--- config.mk ---
export PLATFORM = sky130hd
export DESIGN_NAME = instr_issue_queue
export DESIGN_NICKNAME = d
export VERILOG_FILES = /design/src/rtl/instr_issue_queue.sv
export SDC_FILE = /design/constraint.sdc
export NUM_CORES = 1
export LEC_CHECK = 0
export CORE_MARGIN = 2
export CORE_UTILIZATION = 55
export DETAILED_ROUTE_END_ITERATION = 16
export GPL_TIMING_DRIVEN = 0
export PLACE_DENSITY = 0.83
export SKIP_LAST_GASP = 1
export SYNTH_ARGS = -nofsm -noshare
export SYNTH_HDL_FRONTEND = slang
export SYNTH_SLANG_ARGS = --single-unit
--- constraint.sdc ---
create_clock -name clock -period 5.08 [get_ports clock]
set_clock_uncertainty 0.2 [all_clocks]
set_input_delay 0.762 -clock clock [delete_from_list [all_inputs] [get_ports clock]]
set_output_delay 0.762 -clock clock [all_outputs]
set_load 0.02 [all_outputs]
--- src/rtl/instr_issue_queue.sv ---
// instr_issue_queue: buffers 12-bit machine codes and issues them one at a time
// to the processor through a start/done handshake.
// Optional feature macro: ISSUE_TIMEOUT_EN aborts an instruction after TIMEOUT
// RUN cycles without done.
module instr_issue_queue #(
  parameter int unsigned DEPTH   = 4,
  parameter int unsigned TIMEOUT = 32
) (
  input  logic                     clock,
  input  logic                     reset,
  input  logic                     push,
  input  logic [11:0]              push_code,
  output logic                     full,
  output logic [$clog2(DEPTH):0]   count,
  output logic                     overflow,
  output logic                     start,
  output logic [11:0]              machine_code,
  input  logic                     done,
  output logic                     busy,
  output logic [7:0]               retired,
  output logic                     timeout
);

  localparam int unsigned CODE_W = 12;
  localparam int unsigned PTR_W  = $clog2(DEPTH);
  localparam int unsigned CNT_W  = PTR_W + 1;
  localparam int unsigned RET_W  = 8;

  // Elaboration-time parameter sanity
  if (DEPTH < 2 || (DEPTH & (DEPTH - 1)) != 0) begin : g_bad_depth
    $error("instr_issue_queue: DEPTH must be a power of two >= 2");
  end
  if (TIMEOUT < 2 || TIMEOUT > 255) begin : g_bad_timeout
    $error("instr_issue_queue: TIMEOUT must be in 2..255");
  end

  typedef enum logic [1:0] {
    IDLE   = 2'd0,
    RUN    = 2'd1,
    RETIRE = 2'd2
  } state_t;

  state_t              state, state_n;
  logic [CODE_W-1:0]   mem [DEPTH];
  logic [PTR_W-1:0]    rd_ptr, wr_ptr;
  logic                push_ok_c;
  logic                pop_c;
  logic                expire_c;
  logic [CNT_W-1:0]    count_n;

  assign full         = (count == CNT_W'(DEPTH));
  assign push_ok_c    = push && !full;
  assign count_n      = count + CNT_W'(push_ok_c) - CNT_W'(pop_c);
  assign start        = (state == RUN);
  assign busy         = (state != IDLE);
  assign machine_code = (count != '0) ? mem[rd_ptr] : '0;

  // FSM state register
  always_ff @(posedge clock) begin
    if (!reset) begin
      state <= IDLE;
    end else begin
      state <= state_n;
    end
  end

  // FSM next state and pop decision
  always_comb begin
    state_n = state;
    pop_c   = 1'b0;
    case (state)
      IDLE: begin
        if (count != '0) state_n = RUN;
      end
      RUN: begin
        if (done || expire_c) begin
          pop_c   = 1'b1;
          state_n = RETIRE;
        end
      end
      RETIRE: begin
        state_n = IDLE;
      end
      default: begin
        state_n = IDLE;
      end
    endcase
  end

  // Queue storage; no reset needed since count gates visibility
  always_ff @(posedge clock) begin
    if (push_ok_c) mem[wr_ptr] <= push_code;
  end

  // Pointers, occupancy, sticky overflow and retire counter
  always_ff @(posedge clock) begin
    if (!reset) begin
      rd_ptr   <= '0;
      wr_ptr   <= '0;
      count    <= '0;
      overflow <= 1'b0;
      retired  <= '0;
    end else begin
      if (push_ok_c) wr_ptr <= wr_ptr + PTR_W'(1);
      if (pop_c) begin
        rd_ptr  <= rd_ptr + PTR_W'(1);
        retired <= retired + RET_W'(1);
      end
      if (push && full) overflow <= 1'b1;
      count <= count_n;
    end
  end

`ifdef ISSUE_TIMEOUT_EN
  logic [7:0] run_cnt;
  logic       abort_c;

  // done wins over a same-cycle expiry, so abort only when done is low
  assign expire_c = (run_cnt == 8'(TIMEOUT - 1));
  assign abort_c  = (state == RUN) && !done && expire_c;

  // RUN-cycle counter (zero on RUN entry) and sticky timeout flag
  always_ff @(posedge clock) begin
    if (!reset) begin
      run_cnt <= '0;
      timeout <= 1'b0;
    end else begin
      if (state != RUN) run_cnt <= '0;
      else              run_cnt <= run_cnt + 8'(1);
      if (abort_c) timeout <= 1'b1;
    end
  end
`else
  assign expire_c = 1'b0;
  assign timeout  = 1'b0;
`endif

endmodule

==> impl_metrics.ini <==
[sta]
max_freq_ghz = 0.310
report.final.slew_viol_count = 0
hold_viol = 0
fin_tns_setup_ns = 0
layout_min_cycle_time_ns = 3.22
setup_viol = 0
relSlewSlack_pct = 57.6
timing.hold.ws_ns = 0.277
worstMarginPinSlew_ns = 0.635
rsz0062_at_grt = false
fin_crit_sh_pct = 63.4
fin_ws_ns = 1.86

[floorplanning]
die_w_um = 74.4
ios = 44
core_um2 = 4750
start_util_pct = 57.4
die_y_um = 74.4
die_area_um2 = 5540
rows = 25

[final_layout]
nNetsFinal = 250
fin_area_um2 = 3400
drive_gt1_share_pct = 13.8
area_growth_pct = 24.8
diodes = 0
num-fill-cells = 345
layout.area.seq_um2 = 1840
multi_input_area_um2 = 821

[detailed_routing]
wire_per_inst_um = 15.4
drtIter0Drc = 82
viasPerCell = 5.14
ant_nets = 0
num_vias = 1536
drt-total-wl_um = 4620
drc_errors = 0
dr.pass1.iters = 6

[worst_setup_path]
critPathKind = register to output pin
crit_fanout = 10
startpoint_type = register
cp.arrival_ns = 2.26
crit_path_top_delay_cell = clkdlybuf4s50_1
critical_path.top_delay_family = buffers and inverters
required_ns = 4.12
critical_path.max_stage_delay_ns = 0.55
crit_chain = buf_1 > mux4_2 > nor2b_1 > clkdlybuf4s50_1
crit_path_end_kind = output pin
crit_buf_inv = 2

[logic_synthesis]
ys_ff_latch = 68
postSynthCellCount = 174
synth_warnings = 0
async_reset_ff_share_pct = 0
synth_ff_type = edfxtp_1
ys_types = 37
syn-num-nets = 197
synth-seq-area-share_pct = 67.5
synth_edf_count = 48
syn_area_per_cell_um2 = 15.7
synth_area_um2 = 2730

[power]
powerDensity_nw_per_um2 = 474
peakVddDrop_mv = 0.299
power_leakage_nw = 1.16
power.total_w = 0.00161

[clock_tree]
cts_made_buffers = 9
cts_buffer_depth = 2
cts.sinks = 68
cts-htree-levels = 3
root_buffer = clkbuf_8
post_cts_buffers = 0
clk_latency_ns = 0.33
cts-resized-gates = 0
tritoncts = done
cts_hold_buf = 0
clk_pin_slew_ns = 0.06

[outcome]
status = completed

[global_route]
antenna_found_initial = 0
grt_max_degree = 13
grt.overflow.total = 0
grt_pass1_wl_um = 7330
grt_usage_pct = 18.8
grt_pass1_vias = 1526

[run]
maxCapViolCount = 0

[placed_design]
place_ws_ns = 2.03
hpwl_um = 3060
gp_congestion = 0.709
place_area_um2 = 3230
port_buffers = 42

[min_path]
min_path_type = register to register
-- final timing paths --
kind / start / slack, ns / cells after the start / end
worst max-delay path: register / 1.86 / 4 / machine_code[9]
worst max register to register: count[2]$_SDFF_PN0_ / 2.58 / 10 / count[2]$_SDFF_PN0_
worst min-delay path: retired[7]$_SDFFE_PN0P_ / 0.28 / 2 / retired[7]$_SDFFE_PN0P_
worst min register to register: retired[7]$_SDFFE_PN0P_ / 0.28 / 2 / retired[7]$_SDFFE_PN0P_
-- cells in the final DEF, fill, tap and decap left out, drive strengths merged, types with 4 or more instances in the layout --
cell           instances
mux4                  12
and3                   4
clkdlybuf4s50         42
inv                    5
clkbuf                16
dfxtp                 20
xor2                   4
edfxtp                48
nor2b                 12
buf                    5
a21oi                  8
o21ai                  5
ha                     6
nor2                   9
-- cells by family after synthesis --
| logic type | after synthesis | synth area share, % |
|---|---|---|
| other | 1 | 0.137 |
| muxes | 13 | 10.3 |
| and+or+nand+nor | 49 | 10.7 |
| DFF | 68 | 67.5 |
| buffers and inverters | 13 | 2.43 |
| adders and majority gates | 7 | 3.48 |
| xor gates and xnor gates | 7 | 2.25 |
| AOI/OAI and AO/OA | 16 | 3.26 |
-- flip-flops by register name (all words and copies together) (netlist names), named ones only --
signal and flops:
retired 8, rd_ptr 2, mem 48, overflow 1, wr_ptr 2, count 3
state 2
-- stage by stage --
step / utilization (%) / cells
6_report: 71.6 / 299
5_1_grt: 71.6 / 299
4_1_cts: 71.6 / 299
3_5_place_dp: 68.0 / 283
3_3_place_gp: 68.0 / 283
2_1_floorplan: - / 174
-- tightest hold or removal path: stages, from the launching register on --
cell     delay [ns]
dfxtp_1        0.32
o31ai_1        0.06
a21oi_1        0.05
-- layout make-up --
class / count / area share (%)
Sequential cell: 68 / 54.1
Multi-Input combinational cell: 93 / 24.1
Timing Repair Buffer: 42 / 12.3
Clock buffer: 14 / 4.78
Tap cell: 67 / 2.46
Buffer: 7 / 1.25
Inverter: 6 / 0.698
Clock inverter: 2 / 0.257
-- layer usage --
metal | wire, µm | vias up | GRT usage [%]
li1 | - | 763 | -
met1 | 1980 | 726 | 22.3
met2 | 2370 | 41 | 31.1
met3 | 219 | 6 | 7.72
met4 | 48 | 0 | 6.94
met5 | 0 | - | 0
-- Yosys cell counts (2+ instances only) --
library cell	n	area [µm²]
buf_4	2	15.0
and2_1	3	18.8
dfxtp_1	20	400
o31ai_1	2	15.0
and3_1	4	25.0
o21ai_0	5	25.0
or4_1	2	15.0
nor2b_1	12	75.1
or3_1	3	18.8
nand4b_1	2	17.5
nand2_1	2	7.51
nor2_1	9	33.8
clkbuf_1	2	7.51
inv_1	5	18.8
xnor2_1	3	26.3
ha_1	6	75.1
nand4_1	2	12.5
mux4_2	12	270
a21oi_1	8	40.0
xor2_1	4	35.0
edfxtp_1	48	1440
nand3_1	3	15.0
-- where the power goes --
part	switching, W	total [W]	internal, W
logic	0.000269	0.000534	0.000265
registers	0.0000385	0.000696	0.000658
clock network	0.000180	0.000382	0.000202
total	0.000487	0.00161	0.00113
(Power assumes the default switching activity.)
